### config.mk
export PLATFORM = sky130hd
export DESIGN_NAME = alu_sequencer
export DESIGN_NICKNAME = d
export VERILOG_FILES = /design/src/rtl/alu_sequencer.sv
export SDC_FILE = /design/constraint.sdc
export NUM_CORES = 1
export LEC_CHECK = 0
export BUFFER_PORTS_ARGS = -buffer_cell sky130_fd_sc_hd__buf_2
export CAP_MARGIN = 20
export CORE_ASPECT_RATIO = 2
export CORE_UTILIZATION = 30
export DETAILED_ROUTE_END_ITERATION = 7
export HOLD_SLACK_MARGIN = 0.08
export SLEW_MARGIN = 5
export SYNTH_ARGS = -nofsm -noshare
export SYNTH_HDL_FRONTEND = slang
export SYNTH_SLANG_ARGS = --single-unit
### constraint.sdc
create_clock -name clk -period 2.8 [get_ports clk]
set_input_delay 0.14 -clock clk [delete_from_list [all_inputs] [get_ports clk]]
set_output_delay 0.14 -clock clk [all_outputs]
set_load 0.01 [all_outputs]
### src/rtl/alu_sequencer.sv
// Command-driven sequencer for a combinational ALU: holds an accumulator, runs an
// operation a programmable number of times against it, and returns result plus flags.
module alu_sequencer #(
    parameter int W = 4,
    parameter int R = 4
) (
    input  logic         clk,
    input  logic         reset,
    input  logic         CMD_VALID,
    output logic         CMD_READY,
    input  logic         CMD_LOAD,
    input  logic [1:0]   CMD_OP,
    input  logic [W-1:0] CMD_OPERAND,
    input  logic [R-1:0] CMD_REPEAT,
    output logic [W-1:0] ALU_A,
    output logic [W-1:0] ALU_B,
    output logic [1:0]   ALU_CTRL,
    input  logic [W-1:0] ALU_OUT,
    input  logic         ALU_CO,
    input  logic         ALU_OVF,
    input  logic         ALU_N,
    input  logic         ALU_Z,
    output logic         RES_VALID,
    input  logic         RES_READY,
    output logic [W-1:0] RES_DATA,
    output logic [3:0]   RES_FLAGS
);

    typedef enum logic [1:0] {IDLE, EXEC, DONE} state_t;

    state_t         state_reg;
    logic [W-1:0]   acc_reg;
    logic [W-1:0]   operand_reg;
    logic [1:0]     op_reg;
    logic [R-1:0]   cnt_reg;
    logic           sticky_co_reg;
    logic           sticky_ovf_reg;
    logic           cmd_ready_reg;
    logic [W-1:0]   alu_a_reg;
    logic [W-1:0]   alu_b_reg;
    logic [1:0]     alu_ctrl_reg;
    logic           res_valid_reg;
    logic [W-1:0]   res_data_reg;
    logic [3:0]     res_flags_reg;

    assign CMD_READY = cmd_ready_reg;
    assign ALU_A     = alu_a_reg;
    assign ALU_B     = alu_b_reg;
    assign ALU_CTRL  = alu_ctrl_reg;
    assign RES_VALID = res_valid_reg;
    assign RES_DATA  = res_data_reg;
    assign RES_FLAGS = res_flags_reg;

    always_ff @(posedge clk or posedge reset) begin
        if (reset) begin
            state_reg      <= IDLE;
            acc_reg        <= '0;
            operand_reg    <= '0;
            op_reg         <= 2'b00;
            cnt_reg        <= '0;
            sticky_co_reg  <= 1'b0;
            sticky_ovf_reg <= 1'b0;
            cmd_ready_reg  <= 1'b0;
            alu_a_reg      <= '0;
            alu_b_reg      <= '0;
            alu_ctrl_reg   <= 2'b00;
            res_valid_reg  <= 1'b0;
            res_data_reg   <= '0;
            res_flags_reg  <= 4'b0000;
        end else begin
            case (state_reg)
                IDLE: begin
                    alu_a_reg    <= acc_reg;
                    alu_b_reg    <= '0;
                    alu_ctrl_reg <= 2'b00;
                    // Acceptance uses the registered ready, so the first IDLE cycle only raises it.
                    if (CMD_VALID && cmd_ready_reg) begin
                        cmd_ready_reg <= 1'b0;
                        if (CMD_LOAD) begin
                            acc_reg       <= CMD_OPERAND;
                            alu_a_reg     <= CMD_OPERAND;
                            res_data_reg  <= CMD_OPERAND;
                            res_flags_reg <= {2'b00, CMD_OPERAND[W-1], (CMD_OPERAND == '0)};
                            res_valid_reg <= 1'b1;
                            state_reg     <= DONE;
                        end else begin
                            op_reg         <= CMD_OP;
                            operand_reg    <= CMD_OPERAND;
                            cnt_reg        <= (CMD_REPEAT == '0) ? R'(1) : CMD_REPEAT;
                            sticky_co_reg  <= 1'b0;
                            sticky_ovf_reg <= 1'b0;
                            alu_b_reg      <= CMD_OPERAND;
                            alu_ctrl_reg   <= CMD_OP;
                            state_reg      <= EXEC;
                        end
                    end else begin
                        cmd_ready_reg <= 1'b1;
                    end
                end

                EXEC: begin
                    acc_reg        <= ALU_OUT;
                    alu_a_reg      <= ALU_OUT;
                    sticky_co_reg  <= sticky_co_reg | ALU_CO;
                    sticky_ovf_reg <= sticky_ovf_reg | ALU_OVF;
                    cnt_reg        <= cnt_reg - R'(1);
                    if (cnt_reg == R'(1)) begin
                        // Carry/overflow accumulate across iterations; N/Z reflect only the last one.
                        res_data_reg  <= ALU_OUT;
                        res_flags_reg <= {sticky_co_reg | ALU_CO, sticky_ovf_reg | ALU_OVF,
                                          ALU_N, ALU_Z};
                        res_valid_reg <= 1'b1;
                        alu_b_reg     <= '0;
                        alu_ctrl_reg  <= 2'b00;
                        state_reg     <= DONE;
                    end else begin
                        alu_b_reg    <= operand_reg;
                        alu_ctrl_reg <= op_reg;
                    end
                end

                DONE: begin
                    if (RES_READY) begin
                        res_valid_reg <= 1'b0;
                        state_reg     <= IDLE;
                    end
                end

                default: begin
                    state_reg <= IDLE;
                end
            endcase
        end
    end

endmodule

==> summary.md <==
| Metric | Value |
|---|---|
| Status | finished, final reports clean |
| Seq/Total Area, Yosys | 0.538 |
| WS Path Type | reg2reg |
| Starting Density | 0.311 |
| Fin nets | 200 |
| Worst skew pair latency | ~0.29 ns |
| Non-filler cells, final | 234 |
| Setup Fix Bufs, Post-CTS | 0 |
| Top FF cell, synth | dfrtp_1 |
| FMAX | 449 MHz |
| Slowest CP cell | a211oi_4 |
| M3 GR Usage | 0.0291 |
| Flops & latches, synth | 34 |
| Initial antenna violation count | 0 |
| Die Ht | 105 um |
| P_leak | 0.000933 uW |
| Ys async rst share | 1.00 |
| Crit path capture type | register |
| RSZ-0062 raised after global routing | no |
| Ys Warns | 0 |
| Clock Skews | 0.0104 ns |
| CP Buf/Inv Count | 1 |
| First-pass GRT wire length | 6030 um |
| Syn Inst Count | 129 |
| Overflow after GRT | 0 |
| H-tree depth | 2 |
| Yosys top cell area share | 0.538 |
| Routed Wire Length | 3530 um |
| WL/cell | 15.1 um |
| Ranking of synthesized cells by area | dfrtp_1 (54%), mux2_2 (16%), a221o_1 (3.8%) |
| Clock-pin transition on the worst setup and hold timing paths | about 0.07 ns |
| Layout cell share with drive strength beyond 1 | 0.455 |
| Arrival time at the worst endpoint | 2.39 ns |
| HP Class | in2reg |
| Final period utilization | 0.795 |
| Largest net degree at the start of global routing | 35 |
| Busiest layer in global routing | met2 |
| Sum Neg Setup Slack | 0 ns |
| Avg Inst Size Synth | 12.3 um2 |
| Maximum vdd drop | 0.412 mV |
| Post-DRT Antenna Nets | 0 |
| Via count | about 1200 |
| Startpoint type of the worst setup path | register |
| Met2 Use GR | 0.252 |
| Synth top cells by count | dfrtp_1 (34), mux2_2 (23), inv_1 (7) |
| Crit path cell chain | inv_1 > ha_1 > or3b_1 > a211oi_4 > mux2_2 |
| Max Cap Viol | 0 |
| Max-slew violations | 0 |
| Root Buffer | clkbuf_8 |
| Worst EP required | 2.97 ns |
| Pwr Density | 1050 nW/um2 |
| HPWL after DPL | 2690 um |
| Num CTS Buffers | 5 |
| Cell family with most CP delay | compound AO/OA/AOI/OAI gates |
| EDFF count, synth | 0 |
| Io pins | 43 |
| Die area | 5590 um2 |
| Crit path max fanout | 10 |
| Area growth syn-to-layout | 24.4% |
| Port Buffers | between 40 and 50 |
| Initial DRC count | 18 |
| Final GP Congestion | between 0.7 and 0.8 |
| Num rows | 37 |
| Post-route DRC | 0 |
| Vias in the first global route | 1259 |
| Slew margin rel. | 0.517 |
| Diode count | 0 |
| Post-synthesis cell area | between 1500 and 2000 um2 |
| Maximum buffer depth of the clock tree | 2 |
| Placeable Area | a little over 5000 um2 |
| Mapped Nets | 154 |
| Grt met1 use | 0.167 |
| Min Clock Period, post-route | 2.23 ns |
| Area leader, netlist | dfrtp_1 |
| Fin util | 0.387 |
| Final hold violation count | 0 |
| Vias per inst | 5.09 |
| CTS tree | done |
| Top-count cell post-synth | dfrtp_1 |
| GR Util All Layers | 0.150 |
| First-pass iteration count of the detailed router | 4 |
| Critical path's largest stage delay | 0.57 ns |
| CTS sink count | 34 |
| # placed instances | 225 |
| Finish-stage setup viols | 0 |
| Die Wd | 53.4 um |
| Distinct cell type count after synthesis | 31 |
| Worst-Margin Slew | 0.724 ns |
-- cell usage in the layout, fill, tap and decap left out, types with 2 or more instances in the layout --
master,n
a211oi_1,2
a21o_1,3
a21oi_1,3
a221o_1,6
a31oi_1,3
a32oi_1,2
and3_1,5
buf_2,42
buf_4,3
clkbuf_8,6
dfrtp_1,34
ha_1,2
inv_1,7
mux2_2,23
mux2i_1,2
nand3_1,2
nor2_1,6
nor2b_1,4
nor3_1,3
o21ai_0,2
o22a_1,2
-- cells by family (layout without fill, tap and decap cells) --
family,Yosys count,after routing,share of synthesized area
DFF,34,34,0.538
AOI/OAI and AO/OA,27,27,0.141
adders and majority gates,2,2,0.0158
buffers and inverters,14,61,0.0348
and+or+nand+nor,27,27,0.0949
muxes,25,25,0.176
-- metal layers --
layer,up-vias,share of wire
met5,-,0
met4,0,0.025
met3,6,0.039
met2,27,0.56
met1,595,0.37
li1,564,-
-- layout make-up --
class / count / area (um2)
tap: 58 / 72.6
timing repair buffer: 46 / 243
fill: 546 / 3120
clock buffer: 6 / 82.6
multi-input combinational: 81 / 682
clock inverter: 2 / 12.5
inverter: 7 / 26.3
sequential: 34 / 851
-- per-stage QoR --
stage          area [um2]  power [uW]  hold slack [ns]  worst slack, ns
3_3_place_gp         1860        1710            0.259            0.604
6_report             1970        2080            0.103            0.573
5_1_grt              1970        2250            0.102            0.445
4_1_cts              1970        2110           0.0955            0.550
3_5_place_dp         1860        1730            0.263            0.567
2_1_floorplan        1580        1450            0.281            0.801
-- power breakdown --
part | total [uW] | switching (uW) | internal, uW | leakage (uW)
sequential | 901 | 185 | 716 | 0.000412
clock | 375 | 177 | 197 | 0.0000472
combinational | 802 | 367 | 434 | 0.000474
-- repair_timing --
action / CTS / global route
resized for setup: 0 / 0
hold buffers: 1 / 0
endpoints found under the hold margin: 34 / 0
-- final timing paths --
check                                                from                   endpoint  slack (ns)  cells past startpoint
min in group asynchronous                           reset  sticky_co_reg$_DFFE_PP0P_        0.49                      4
worst max register to register     cnt_reg[1]$_DFFE_PP0P_    RES_DATA[2]$_DFFE_PP0P_        0.57                      5
worst max-delay path               cnt_reg[1]$_DFFE_PP0P_    RES_DATA[2]$_DFFE_PP0P_        0.57                      5
worst min register to register  sticky_co_reg$_DFFE_PP0P_  sticky_co_reg$_DFFE_PP0P_        0.50                      2
max in group asynchronous                           reset       ALU_A[3]$_DFFE_PP0P_        1.99                      4
worst min-delay path                            CMD_OP[1]    ALU_CTRL[1]$_DFFE_PP0P_        0.10                      2
-- worst register-to-register path, stage by stage (launching register included) --
cell	delay [ns]
dfrtp_1	0.41
inv_1	0.09
ha_1	0.13
or3b_1	0.50
a211oi_4	0.57
mux2_2	0.40
Power figures use the tool's default switching activity.
